<file path="src/rtl/amp_channel_select.sv">
// Picks one slot per frame from the amplifier's time-multiplexed word stream and
// forwards it, optionally converted to two's complement, to the DAC pipeline.
module amp_channel_select #(
   parameter int unsigned NUM_SLOTS = 35,
   parameter bit          TWOS_COMP = 1'b1
) (
   input  logic        dataclk,
   input  logic        reset,
   input  logic        frame_start,
   input  logic        in_valid,
   input  logic [15:0] in_data,
   input  logic [5:0]  sel_channel,
   input  logic        dac_en,
   input  logic        clear_flags,
   output logic [15:0] ampl_to_DAC,
   output logic        sample_valid,
   output logic [5:0]  slot,
   output logic [15:0] frame_count,
   output logic        missed_sample,
   output logic        overrun
);

   localparam logic [5:0] LAST_SLOT = 6'(NUM_SLOTS - 1);

   typedef enum logic [1:0] {S_IDLE, S_COLLECT, S_DONE} state_t;

   state_t      state, state_nxt;
   logic [5:0]  sel_latched;
   logic        captured;
   logic        capture;
   logic        overrun_set;
   logic        missed_set;
   logic [15:0] conv_data;

   always_ff @(posedge dataclk or negedge reset) begin
      if (!reset) state <= S_IDLE;
      else        state <= state_nxt;
   end

   always_comb begin
      state_nxt = state;
      if (frame_start) begin
         state_nxt = S_COLLECT;
      end else begin
         case (state)
            S_COLLECT: if (in_valid && slot == LAST_SLOT) state_nxt = S_DONE;
            default:   state_nxt = state;
         endcase
      end
   end

   // A word arriving with frame_start is slot 0 of the new frame, matched against the live sel_channel.
   always_comb begin
      capture     = 1'b0;
      overrun_set = 1'b0;
      missed_set  = 1'b0;
      conv_data   = TWOS_COMP ? {~in_data[15], in_data[14:0]} : in_data;
      if (frame_start) begin
         capture    = dac_en && in_valid && (sel_channel == 6'd0);
         missed_set = (state != S_IDLE) && !captured && dac_en;
      end else begin
         capture     = dac_en && in_valid && (state == S_COLLECT) && (slot == sel_latched);
         overrun_set = in_valid && (state == S_DONE);
      end
   end

   always_ff @(posedge dataclk or negedge reset) begin
      if (!reset) begin
         ampl_to_DAC   <= '0;
         sample_valid  <= 1'b0;
         slot          <= '0;
         frame_count   <= '0;
         missed_sample <= 1'b0;
         overrun       <= 1'b0;
         sel_latched   <= '0;
         captured      <= 1'b0;
      end else begin
         sample_valid <= capture;
         if (capture) ampl_to_DAC <= conv_data;

         if (frame_start) begin
            slot        <= in_valid ? 6'd1 : 6'd0;
            frame_count <= frame_count + 16'd1;
            sel_latched <= sel_channel;
         end else if (state == S_COLLECT && in_valid && slot != LAST_SLOT) begin
            slot <= slot + 6'd1;
         end

         if (capture)          captured <= 1'b1;
         else if (frame_start) captured <= 1'b0;

         if (missed_set)       missed_sample <= 1'b1;
         else if (clear_flags) missed_sample <= 1'b0;

         if (overrun_set)      overrun <= 1'b1;
         else if (clear_flags) overrun <= 1'b0;
      end
   end

endmodule
</file>
<file path="config.mk">
export PLATFORM = sky130hd
export DESIGN_NAME = amp_channel_select
export DESIGN_NICKNAME = d
export VERILOG_FILES = /design/src/rtl/amp_channel_select.sv
export SDC_FILE = /design/constraint.sdc
export NUM_CORES = 1
export LEC_CHECK = 0
export CORE_ASPECT_RATIO = 0.5
export CORE_MARGIN = 1
export CORE_UTILIZATION = 46
export DETAILED_ROUTE_END_ITERATION = 6
export GPL_ROUTABILITY_DRIVEN = 1
export GPL_TIMING_DRIVEN = 0
export PLACE_DENSITY = 0.79
export SYNTH_ARGS = -nofsm -noshare
export SYNTH_HDL_FRONTEND = slang
export SYNTH_SLANG_ARGS = --single-unit
</file>
<file path="constraint.sdc">
create_clock -name dataclk -period 2.5 [get_ports dataclk]
set_input_delay 0.75 -clock dataclk [delete_from_list [all_inputs] [get_ports dataclk]]
set_output_delay 0.75 -clock dataclk [all_outputs]
set_load 0.005 [all_outputs]
</file>
==> summary.md, run 1 <==
| Metric | Value |
|---|---|
| Violation count after the first detailed-route iteration | `37` |
| PortBufs | `67` |
| TritonRoute pass-1 iters | `4` |
| Post-synth EDFFs | `0` |
| Crit path DAT | `2600 ps` |
| R2R setup slack | `between 600 and 700 ps` |
| CTS tree | `built` |
| Fraction of layout cells with a size suffix above 1 | `between 15 and 20%` |
| Worst clock skew | `around 6.7 ps` |
| FMAX | `a little over 0.4 GHz` |
| Max Cap Viol | `0` |
| Synth Cell Area | `2220 sq um` |
| R2r worst-path depth | `6` |
| Grt ovf | `0` |
| Largest net degree at the start of global routing | `31` |
| Max VDD drop | `300 uV` |
| Leakage power | `between 1 and 1.5 nW` |
| Setup crit start | `in_valid` |
| Slew HR | `66.1%` |
| Hold Path Class | `in -> async` |
| Design Area, Final | `approximately 3200 sq um` |
| R2r endpoint | `ampl_to_DAC[14]` |
| Crit start category | `primary input` |
| Area after DPL | `around 3000 sq um` |
| Detailed-route DRC error count | `0` |
| Die area | `about 5000 sq um` |
| Die Width | `roughly 100 um` |
| Final setup violation count | `0` |
| Routed vias | `1571` |
| Syn. warnings | `0` |
| Fraction of registers with async set/reset | `between 90% and 100%` |
| Hold Fails Final Rpt | `0` |
| Worst-Margin Slew | `505 ps` |
| Vias in the first global route | `approximately 1600` |
| CP Capture Type | `flop` |
| H-tree depth | `2` |
| Net switching power | `0.000523 W` |
| WL per Instance | `14.2 um` |
| Final Net Count | `roughly 280` |
| Highest metal used | `met4` |
| CTS Buf Count | `5` |
| Int Pwr | `between 0.0015 and 0.002 W` |
| Global-route wire length before repair | `about 7600 um` |
| Cells after Synth | `~170` |
| Post-synth net total | `203` |
| Sequential fraction of the synthesis area | `a little under three fifths` |
| I/O pins | `a little under 70` |
| Critical path class | `in -> reg` |
| Final WL | `between 4000 and 5000 um` |
| Post-route insts no fill | `between 300 and 400` |
| Rows | `17` |
| DP HPWL | `3400 um` |
| Clk pin slew, worst setup/hold paths | `90 ps` |
| Number of antenna violations at the first check in global routing | `0` |
| CTS Root Cell | `clkbuf_8` |
| Flop and latch count out of synthesis | `50` |
| Hold_ws | `~400 ps` |
| CP required | `approximately 2700 ps` |
| Avg Inst Size Synth | `12.9 sq um` |
| Placed cells | `around 300` |
| Max FO, Critical Path | `5` |
| Sw frac | `23.9%` |
| Final Cycle Share | `a little over nine tenths` |
| Period minus WS final | `2410 ps` |
| RSZ-0062 raised after global routing | `true` |
| Max-slew violations | `0` |
| Antenna diodes | `0` |
| Result of the run | `finished, final reports clean` |
| Vias per cell | `between 4 and 5` |
| Die Y-Extent | `between 50 and 60 um` |
| Seq pwr share | `47.2%` |
| Unique cell type count in the Yosys netlist | `38` |
| Area delta synth->final | `42.0%` |
| Proportion of power drawn by combinational gates | `21.3%` |
| Clock network power share | `roughly a third` |
| Final ANT Viol Nets | `0` |
| # clock sinks | `50` |
| RR Startpoint | `slot[3]` |
| Core ar. | `about 4500 sq um` |
| GRT Total Usage | `approximately a fifth` |
| Wire length on met2 | `2340 um` |
| Main flop type after synthesis | `dfrtp_1` |
| Initial core utilization | `approximately 49%` |
| Clock latency on the worst-skew pair | `roughly 300 ps` |
| Met1 WL | `roughly 2000 um` |
| Pwr dens | `just under 700 nW/um^2` |
| Max Root-Sink Buffers | `2` |
| Setup TNS Final | `0 ps` |
| Met3 wire length | `between 100 and 150 um` |
| Gpl congestion | `0.725` |
worst max path at each step:
stage	end	slack (ps)
after floorplan	ampl_to_DAC[10]	410
after global placement	sel_latched[3]	-690
after detailed placement	ampl_to_DAC[5]	-380
after CTS	ampl_to_DAC[14]	70
after global routing	ampl_to_DAC[14]	-6
final	ampl_to_DAC[14]	90
cell families after synthesis:
logic type,Yosys count,share of synthesized area (%)
xor gates and xnor gates,26,10.2
and+or+nand+nor,48,11.9
adders and majority gates,3,1.69
muxes,23,12.9
DFF,50,56.3
buffers and inverters,12,2.98
AOI/OAI and AO/OA,10,4.00
flip-flops by register name, summed over array words and instances (netlist names):
| register | flops |
|---|---|
| ampl_to_DAC | 16 |
| captured | 1 |
| frame_count | 16 |
| missed_sample | 1 |
| overrun | 1 |
| sample_valid | 1 |
| sel_latched | 6 |
| slot | 6 |
| state | 2 |
power groups by stage:
stage,Combinational [W],Sequential [W],Clock [W]
after CTS,0.000473,0.00103,0.000702
after global routing,0.000511,0.00105,0.000741
after detailed placement,0.000469,0.00105,0
after floorplan,0.000173,0.00104,0
after global placement,0.000453,0.00104,0
final,0.000466,0.00103,0.000689
repair_timing:
action,in CTS,in global routing
cloned,0,0
setup endpoints to repair,8,15
pin swaps,1,1
hold buffers,0,0
buffers inserted,3,0
gates resized for setup,0,0
metrics by stage:
step / util [%] / setup WS, ps / power (W)
after floorplan: - / 406 / 0.00121
after global placement: 66.0 / -689 / 0.00149
after CTS: 70.0 / 69.1 / 0.00221
after global routing: 70.0 / -6.17 / 0.00230
final: 70.0 / 85.7 / 0.00219
after detailed placement: 66.3 / -378 / 0.00152
layer usage:
| layer | track usage, % | vias up |
|---|---|---|
| met1 | 24.1 | 789 |
| met4 | 5.80 | 0 |
| met2 | 36.0 | 25 |
| met5 | 0 | - |
| met3 | 3.69 | 7 |
| li1 | - | 750 |
Yosys cell counts, types with 2 or more instances:
cell     number  share of area, %
dfrtp_1      50                56
xnor2_1      15               5.9
mux2_2       14               7.1
xor2_1       11               4.3
nand2_1      10               1.7
nor2_1       10               1.7
mux2_4        8               5.4
inv_1         7               1.2
nand4_1       7               2.0
and3_1        4               1.1
nand3_1       4              0.90
ha_1          3               1.7
buf_1         2              0.34
nor2b_1       2              0.56
or3_1         2              0.56
cell type report:
cell class	count	area [sq um]
timing repair buffer	71	708
fill	335	1350
tap	66	82.6
inverter	7	26.3
multi-input combinational	110	906
clock buffer	6	82.6
buffer	5	40.0
sequential	50	1250
clock inverter	2	60.1
cell usage in the layout (no fill, tap or decap), types with 2 or more instances in the layout:
master | synthesis | routed
clkdlybuf4s50_1 | 0 | 66
dfrtp_1 | 50 | 50
xnor2_1 | 15 | 15
mux2_2 | 14 | 14
xor2_1 | 11 | 11
nor2_1 | 10 | 10
nand2_1 | 10 | 10
mux2_4 | 8 | 8
inv_1 | 7 | 7
nand4_1 | 7 | 7
clkbuf_8 | 0 | 6
buf_4 | 1 | 4
nand3_1 | 4 | 4
and3_1 | 4 | 4
ha_1 | 3 | 3
buf_2 | 1 | 2
buf_12 | 1 | 2
buf_1 | 2 | 2
or3_1 | 2 | 2
nor2b_1 | 2 | 2
bufinv_16 | 0 | 2
worst max-delay path, cell delays in order:
cell	delay [ps]
clkdlybuf4s50_1	550
and3b_2	250
nand4_1	170
o31ai_4	360
buf_4	200
mux2_2	330
(Power assumes the default switching activity.)
==> run 2: changes to the inputs <==
SETUP_SLACK_MARGIN = 0.2   (was not set)
==> run 2 against run 1 <==
Non-clock buffer count unchanged. Utilization increased by 0.19 points. Clock skew about the same. Die area unchanged. Wire length decreased by 0.16%. Register-to-register slack got worse by 50 ps. Count of clock-buffer cells in the layout unchanged. Critical path depth unchanged. Sequential power about the same. Setup slack improved by 220 ps. Global-route usage about the same.
==> summary.md, run 2 (synthesis gave the netlist of run 1 again) <==
| Metric | Value |
|---|---|
| Result of the run | `finished, final reports clean` |
| Pwr dens | `691 nW/um^2 (-0.25%)` |
| Die area | `5130 sq um (unchanged)` |
| Routed vias | `1569 (-0.13%)` |
| Fin util | `70.2% (+0.19 points)` |
| WL per Instance | `14.2 um (-0.16%)` |
| Grt ovf | `0 (unchanged)` |
| Final ANT Viol Nets | `0 (unchanged)` |
| Initial core utilization | `49.3% (unchanged)` |
| Final Net Count | `281 (unchanged)` |
| FMAX | `0.457 GHz (+10%)` |
| CP required | `2690 ps (about the same)` |
| Antenna diodes | `0 (unchanged)` |
| PortBufs | `67 (unchanged)` |
| Hold Fails Final Rpt | `0 (unchanged)` |
| Max VDD drop | `300 uV (about the same)` |
| Max Cap Viol | `0 (unchanged)` |
| Clk pin slew, worst setup/hold paths | `90 ps (about the same)` |
| Crit path DAT | `2380 ps (-220 ps)` |
| Hold Path Class | `in -> async` |
| Largest net degree at the start of global routing | `31 (unchanged)` |
| Max FO, Critical Path | `5 (unchanged)` |
| Vias in the first global route | `1648 (+0.30%)` |
| Fraction of layout cells with a size suffix above 1 | `17.1% (+0.40 points)` |
| Worst-Margin Slew | `505 ps (+0.000894 ps)` |
| Setup TNS Final | `0 ps (unchanged)` |
| CTS Root Cell | `clkbuf_8` |
| Design Area, Final | `3170 sq um (+0.28%)` |
| TritonRoute pass-1 iters | `4 (unchanged)` |
| Number of antenna violations at the first check in global routing | `0 (unchanged)` |
| I/O pins | `69 (unchanged)` |
| Clock latency on the worst-skew pair | `300 ps (about the same)` |
| Final WL | `4490 um (-0.16%)` |
| CTS Buf Count | `5 (unchanged)` |
| Vias per cell | `4.95 (-0.13%)` |
| CP Capture Type | `flop` |
| R2R setup slack | `570 ps (-50 ps)` |
| Critical path class | `in -> reg` |
| Die Y-Extent | `51.2 um (unchanged)` |
| Rows | `17 (unchanged)` |
| # clock sinks | `50 (unchanged)` |
| Global-route wire length before repair | `7640 um (+0.28%)` |
| Slew HR | `66.1% (unchanged)` |
| Violation count after the first detailed-route iteration | `42 (+14%)` |
| Period minus WS final | `2190 ps (-224 ps)` |
| DP HPWL | `3400 um (unchanged)` |
| Max Root-Sink Buffers | `2 (unchanged)` |
| RSZ-0062 raised after global routing | `false` |
| Area after DPL | `2990 sq um (unchanged)` |
| Worst clock skew | `6.70 ps (-0.0218 ps)` |
| CTS tree | `built` |
| Biggest regs | `ampl_to_DAC (16), frame_count (16)` |
| GRT Total Usage | `19.7% (+0.031 points)` |
| Core ar. | `4510 sq um (unchanged)` |
| Final setup violation count | `0 (unchanged)` |
| Area delta synth->final | `42.4%` |
| H-tree depth | `2 (unchanged)` |
| Leakage power | `1.39 nW (+0.18%)` |
| Gpl congestion | `0.725 (unchanged)` |
| Most frequent cells in the layout | `clkdlybuf4s50_1, dfrtp_1, xnor2_1` |
| Crit start category | `primary input` |
| Hold_ws | `400 ps (+0.179 ps)` |
| Detailed-route DRC error count | `0 (unchanged)` |
| Max-slew violations | `0 (unchanged)` |
| Die Width | `100 um (unchanged)` |
| Final Cycle Share | `87.6% (-9.0 points)` |
| Most common cell after layout, fill and taps aside | `clkdlybuf4s50_1` |
[run 2: per-layer routing]
metal / track usage [%] / routed length, um / part of all wire [%] / up-vias
met3: 3.69 / 110 / 2.4 / 7
met4: 5.80 / 56 / 1.2 / 0
li1: - / - / - / 748
met5: 0 / 0 / 0 / -
met2: 36.0 / 2340 / 52 / 25
met1: 24.2 / 1980 / 44 / 789
[run 2: timing repair]
| item | CTS | global route |
|---|---|---|
| buffers inserted | 3 | 0 |
| hold buffers | 0 | 0 |
| gates resized for setup | 3 | 0 |
| setup endpoints to repair | 16 | 0 |
[run 2: path summary, 6_finish.rpt]
| path | endpoint | depth (start not counted) | start |
|---|---|---|---|
| setup reg to reg | ampl_to_DAC[12] | 6 | slot[3] |
| max in group asynchronous | sel_latched[2] | 2 | reset |
| min in group dataclk | frame_count[15] | 1 | frame_count[15] |
| hold reg to reg | frame_count[15] | 1 | frame_count[15] |
| setup / recovery | ampl_to_DAC[12] | 6 | in_valid |
| hold / removal | ampl_to_DAC[9] | 1 | reset |
[run 2: layout make-up]
| cell class | count | area [sq um] |
|---|---|---|
| Fill cell | 331 | 1340 |
| Sequential cell | 50 | 1250 |
| Multi-Input combinational cell | 110 | 912 |
| Timing Repair Buffer | 71 | 711 |
| Clock buffer | 6 | 82.6 |
| Tap cell | 66 | 82.6 |
| Clock inverter | 2 | 60.1 |
| Buffer | 5 | 40.0 |
| Inverter | 7 | 26.3 |
[run 2: metrics by stage]
| stage | instances | setup WS [ps] | power, W |
|---|---|---|---|
| after global placement | 305 | -689 | 0.00149 |
| after detailed placement | 306 | -378 | 0.00152 |
| final | 317 | 310 | 0.00219 |
| after CTS | 317 | 303 | 0.00221 |
| after global routing | 317 | 206 | 0.00231 |
| after floorplan | 172 | 406 | 0.00121 |
[run 2: where the power goes]
part	switching [W]	total, W	internal (W)
sequential	0.000114	0.00103	0.000918
clock	0.000262	0.000689	0.000427
combinational	0.000148	0.000466	0.000319
total	0.000524	0.00219	0.00166
[run 2: critical path: stages]
cell and delay [ps]:
dlygate4sd2_1 280, and3b_2 250, nand4_1 170, o31ai_4 410, buf_4 200, mux2_2 320
